`src/rtl/race_stopwatch.sv`:
```
// rtl/race_stopwatch.sv - MM:SS.cc race stopwatch with BCD digits, binary total and saturation
module race_stopwatch #(
    parameter int MAX_MIN = 59
) (
    input  logic        clk,
    input  logic        rst,
    input  logic        tick,
    input  logic        start,
    input  logic        stop,
    input  logic        clear,
    output logic        running,
    output logic        saturated,
    output logic [3:0]  cs_ones,
    output logic [3:0]  cs_tens,
    output logic [3:0]  sec_ones,
    output logic [3:0]  sec_tens,
    output logic [3:0]  min_ones,
    output logic [3:0]  min_tens,
    output logic [18:0] elapsed_cs
);

    localparam logic [1:0] S_IDLE  = 2'd0;
    localparam logic [1:0] S_RUN   = 2'd1;
    localparam logic [1:0] S_PAUSE = 2'd2;
    localparam logic [1:0] S_SAT   = 2'd3;

    // Largest representable count, MAX_MIN:59.99, expressed in centiseconds
    localparam logic [18:0] MAX_CS = 19'(MAX_MIN * 6000 + 5999);

    logic [1:0] state;
    logic [1:0] state_next;
    logic       do_inc;
    logic       do_zero;
    logic       hits_max;

    // The next increment lands exactly on the maximum time
    assign hits_max = (elapsed_cs == (MAX_CS - 19'd1));

    // Next-state and count-control decode; clear beats stop beats start
    always_comb begin
        state_next = state;
        do_inc     = 1'b0;
        do_zero    = 1'b0;
        case (state)
            S_IDLE: begin
                if (start) state_next = S_RUN;
            end
            S_RUN: begin
                if (clear) begin
                    state_next = S_IDLE;
                    do_zero    = 1'b1;
                end else begin
                    if (stop) state_next = S_PAUSE;
                    if (tick) begin
                        do_inc = 1'b1;
                        if (hits_max) state_next = S_SAT;
                    end
                end
            end
            S_PAUSE: begin
                if (clear) begin
                    state_next = S_IDLE;
                    do_zero    = 1'b1;
                end else if (start) begin
                    state_next = S_RUN;
                end
            end
            default: begin
                if (clear) begin
                    state_next = S_IDLE;
                    do_zero    = 1'b1;
                end
            end
        endcase
    end

    // State, status flags and the BCD/binary counters advance together
    always_ff @(posedge clk) begin
        if (rst) begin
            state      <= S_IDLE;
            running    <= 1'b0;
            saturated  <= 1'b0;
            cs_ones    <= 4'd0;
            cs_tens    <= 4'd0;
            sec_ones   <= 4'd0;
            sec_tens   <= 4'd0;
            min_ones   <= 4'd0;
            min_tens   <= 4'd0;
            elapsed_cs <= 19'd0;
        end else begin
            state     <= state_next;
            running   <= (state_next == S_RUN);
            saturated <= (state_next == S_SAT);
            if (do_zero) begin
                cs_ones    <= 4'd0;
                cs_tens    <= 4'd0;
                sec_ones   <= 4'd0;
                sec_tens   <= 4'd0;
                min_ones   <= 4'd0;
                min_tens   <= 4'd0;
                elapsed_cs <= 19'd0;
            end else if (do_inc) begin
                elapsed_cs <= elapsed_cs + 19'd1;
                if (cs_ones == 4'd9) begin
                    cs_ones <= 4'd0;
                    if (cs_tens == 4'd9) begin
                        cs_tens <= 4'd0;
                        if (sec_ones == 4'd9) begin
                            sec_ones <= 4'd0;
                            if (sec_tens == 4'd5) begin
                                sec_tens <= 4'd0;
                                if (min_ones == 4'd9) begin
                                    min_ones <= 4'd0;
                                    min_tens <= min_tens + 4'd1;
                                end else begin
                                    min_ones <= min_ones + 4'd1;
                                end
                            end else begin
                                sec_tens <= sec_tens + 4'd1;
                            end
                        end else begin
                            sec_ones <= sec_ones + 4'd1;
                        end
                    end else begin
                        cs_tens <= cs_tens + 4'd1;
                    end
                end else begin
                    cs_ones <= cs_ones + 4'd1;
                end
            end
        end
    end

endmodule

```
`config.mk`:
```
export PLATFORM = sky130hd
export DESIGN_NAME = race_stopwatch
export DESIGN_NICKNAME = d
export VERILOG_FILES = /design/src/rtl/race_stopwatch.sv
export SDC_FILE = /design/constraint.sdc
export NUM_CORES = 1
export LEC_CHECK = 0
export BUFFER_PORTS_ARGS = -buffer_cell sky130_fd_sc_hd__clkbuf_2
export CORE_ASPECT_RATIO = 0.7
export CORE_MARGIN = 5
export CORE_UTILIZATION = 54
export DETAILED_ROUTE_END_ITERATION = 7
export GPL_TIMING_DRIVEN = 0
export PLACE_DENSITY_LB_ADDON = 0.08
export SYNTH_ARGS = -nofsm -noshare
export SYNTH_HDL_FRONTEND = slang
export SYNTH_SLANG_ARGS = --single-unit
export TNS_END_PERCENT = 30
```
`constraint.sdc`:
```
create_clock -name clk -period 2.6 [get_ports clk]
set_input_delay 0.52 -clock clk [delete_from_list [all_inputs] [get_ports clk]]
set_output_delay 0.52 -clock clk [all_outputs]
set_load 0.01 [all_outputs]
```
==> metrics.md <==
| Metric | Value |
|---|---|
| Post-route DRC | 0 |
| Req. time, crit path | between 2 and 3 ns |
| Row cnt | 20 |
| Critical path class | register to register |
| Fraction of the yosys area taken by sequential cells | about two fifths |
| Via density | between 5 and 6 |
| Pleak | ~1.0 nW |
| Reg2reg path depth | 6 |
| Max layer used | met4 |
| Via Count | approximately 2300 |
| Ant diodes | 0 |
| Fill count | just over 400 |
| Die Y | 65.5 um |
| Fin crit period | 2.07 ns |
| Final non-filler cell total | 392 |
| Proportion of power drawn by combinational gates | under 10% |
| RR Endpoint | min_tens[3]$_SDFFE_PP0P_ |
| Number of gates resized after cts | 0 |
| DIE WIDTH | slightly below 90 um |
| Status | complete, no violations |
| Max Cap Violations | 0 |
| Launch point of the worst hold path | stop |
| Distinct cells, synth | 45 |
| DRT met1 WL | between 2 and 3 mm |
| Internal | about 960 uW |
| Yosys reg bits | 47 |
| Met3 routed WL | 257 um |
| Post-synth EDFFs | 0 |
| DR WL/cell | about 15 um |
| Reg2reg setup slack | 0.53 ns |
| CTS tree | yes |
| Total track usage | between 20% and 30% |
| Layout cells sized above 1 | between 20% and 30% |
| Hold Crit Class | input port to register |
| Area delta synth->final | 16.9% |
| Dpl cells | between 300 and 400 |
| Max-slew headroom | 58.1% |
| Final #Nets | between 300 and 400 |
| Fin crit share | around 80% |
| Die area | roughly 5800 um2 |
| Crit. End Element | register |
| Fin util | between 60% and 70% |
| Met2 routed WL | 2.47 mm |
| Fmax | slightly below 500 MHz |
| DR iter-0 viols | between 150 and 200 |
| Tot Pwr | between 1 and 1.5 mW |
| Slowest CP cell | o41ai_1 |
| Yosys warns | 0 |
| Clock Skew | 0.00588 ns |
| FFs w/ async S/R, synth | 0% |
| # clock sinks | 47 |
| Sequential share of power | about 58% |
| Core Area | 4300 um2 |
| Synthesized cell area | around 2400 um2 |
| Clk buf depth | 2 |
| Port bufs | 49 |
| Avg Cell Area, Syn | 8.44 um2 |
| Setup Slack @ Placement | 0.297 ns |
| Final setup vio count | 0 |
| Pwr dens | 449 nW/um2 |
| Reg-to-Reg Start | state[0]$_SDFF_PP0_ |
| Initial Util | 55.1% |
| Reg clk slew, reported paths | 0.08 ns |
| Clock root cell | clkbuf_8 |
| CTS Hold Bufs | 0 |
| Worst-margin pin slew | 0.626 ns |
| Clock latency on the worst-skew pair | around 0.30 ns |
| Final WS setup | 0.528 ns |
| Crit-path max cell delay | 0.38 ns |
| Hold Path Depth | 2 |
| Sequential Area | about 940 um2 |
| Clock power frac | between 30% and 40% |
| Post-CTS Setup Bufs | 0 |
| Slew Limit Fails | 0 |
| Initial antenna violation count | 0 |
| Mapped Cells | 281 |
| P_sw | 288 uW |
| Arrival @ worst endpoint | 2.27 ns |
| Startpoint Class | register |
| Drt pass-1 iters | 4 |
| GPL Wtd Cong | roughly 0.85 |
| I/O pin count | slightly above 50 |
| Hold Path End | state[0]$_SDFF_PP0_ |
| GRT overflow | 0 |
| H-tree level count | 2 |
| Antenna Nets Post-Route | 0 |
| CP Max Fanout | 10 |
| Largest net degree at the start of global routing | 14 |
| Top_reg_cell synth | dfxtp_1 |
| Syn_nets | 290 |
| Maximum VDD drop | a little over 300 uV |
| Vias in the first global route | 2049 |
| Unrepaired setup endpoints after global routing | no |
| Multi-input logic area | between 1000 and 1500 um2 |
| Aggregate routed wire length | about 5.7 mm |
| Setup TNS Final | 0 ns |
| Switching share of total power | between 20 and 25% |
| Num CTS Buffers | 5 |
| Detailed placer's ending HPWL | between 4 and 5 mm |
| Critical Path, Cell by Cell | buf_4 > and4bb_2 > buf_2 > nand4_1 > clkbuf_1 > o41ai_1 |
| Count of final hold-check violations | 0 |
| Global-route wire length before repair | about 9.5 mm |
## critical path, delay by kind of cell, from the launching register on
kind | cells | cell delay (ns)
flops | 1 | 0.32
simple gates | 2 | 0.57
buf+inv | 3 | 0.70
compound gates | 1 | 0.38
## placed cells by master, fill, tap and decap left out, drive strengths merged, types with 4 or more instances in the layout
| cell type | instances |
|---|---|
| a21oi | 22 |
| a31oi | 4 |
| and3 | 4 |
| buf | 5 |
| clkbuf | 63 |
| dfxtp | 47 |
| inv | 10 |
| mux2i | 6 |
| nand2 | 21 |
| nand3 | 13 |
| nand4 | 9 |
| nor2 | 19 |
| nor2b | 7 |
| o21ai | 17 |
| o311ai | 4 |
| o31ai | 6 |
| or3 | 16 |
| or4 | 9 |
| xnor2 | 5 |
| xor2 | 6 |
## sequential cells by signal (all words and copies together) (netlist names)
| signal | cells |
|---|---|
| running | 1 |
| min_tens | 4 |
| cs_ones | 4 |
| state | 2 |
| elapsed_cs | 19 |
| cs_tens | 4 |
| sec_tens | 4 |
| min_ones | 4 |
| saturated | 1 |
| sec_ones | 4 |
## synthesized netlist by cell type (2+ instances only)
cell       n  area [um2]
a21oi_1   22         110
buf_2      3        15.0
o21ai_0   17        85.1
nor2_1    19        71.3
or3_1     15        93.8
or2_2      3        18.8
nor3_1     3        15.0
o41ai_1    3        26.3
nand3b_1   3        22.5
ha_1       3        37.5
nand3_1   13        65.1
mux2i_1    6        60.1
a31oi_1    4        25.0
inv_1     10        37.5
xor2_1     6        52.6
nor3b_1    2        15.0
dfxtp_1   47         941
nand2_1   21        78.8
o31ai_1    6        45.0
xnor2_1    5        43.8
and4bb_2   2        25.0
nand2b_1   3        18.8
and3_1     4        25.0
a211oi_1   3        22.5
or4_1      8        60.1
o311ai_0   4        35.0
nand4_1    9        56.3
and4_1     3        26.3
clkbuf_1   8        30.0
o21a_1     2        15.0
nor4_1     2        12.5
nor2b_1    7        43.8
nor4bb_1   3        30.0
## per-stage QoR
| step | hold slack, ns | instance area [um2] |
|---|---|---|
| 2_1_floorplan | 0.495 | 2370 |
| 3_3_place_gp | 0.479 | 2690 |
| 3_5_place_dp | 0.482 | 2690 |
| 4_1_cts | 0.462 | 2770 |
| 5_1_grt | 0.489 | 2770 |
| 6_report | 0.469 | 2770 |
## worst max path at each step
stage / startpoint / endpoint / slack [ns] / depth (start not counted)
6_report: state[0]$_SDFF_PP0_ / min_tens[3]$_SDFFE_PP0P_ / 0.53 / 6
5_1_grt: state[0]$_SDFF_PP0_ / min_ones[2]$_SDFFE_PP0P_ / 0.30 / 6
4_1_cts: state[0]$_SDFF_PP0_ / min_tens[3]$_SDFFE_PP0P_ / 0.55 / 6
3_5_place_dp: clear / min_tens[3]$_SDFFE_PP0P_ / 0.30 / 6
3_3_place_gp: clear / min_tens[3]$_SDFFE_PP0P_ / 0.27 / 6
2_1_floorplan: clear / elapsed_cs[17]$_SDFFE_PP0P_ / 0.60 / 5
## metal layers
| layer | track usage [%] | vias up |
|---|---|---|
| met5 | 0 | - |
| met4 | 6.13 | 0 |
| met3 | 3.88 | 4 |
| met2 | 30.6 | 47 |
| met1 | 30.3 | 1059 |
| li1 | - | 1152 |
## power groups by stage
stage | combinational, mW | sequential [mW] | clock, mW
floorplan | 0.0463 | 0.745 | 0
finish | 0.0734 | 0.727 | 0.444
detailed placement | 0.0726 | 0.744 | 0
CTS | 0.0731 | 0.727 | 0.455
global placement | 0.0720 | 0.744 | 0
global route | 0.0831 | 0.728 | 0.484
## kinds of logic (layout without fill, tap and decap cells)
family	after synthesis	in the layout	synth area share, %
AOI/OAI and AO/OA	64	64	16.4
xor gates and xnor gates	11	11	4.06
adders and majority gates	3	3	1.58
buffers and inverters	23	79	3.96
DFF	47	47	39.7
muxes	6	6	2.53
and+or+nand+nor	127	127	31.9
## final cells by class
cell class	count	share of cell area (%)
buffer	13	2.03
tap	55	2.48
clock buffer	6	2.98
timing repair buffer	49	8.84
inverter	10	1.35
multi-input combinational	211	48.2
clock inverter	1	0.180
sequential	47	33.9
(Power assumes the default switching activity.)
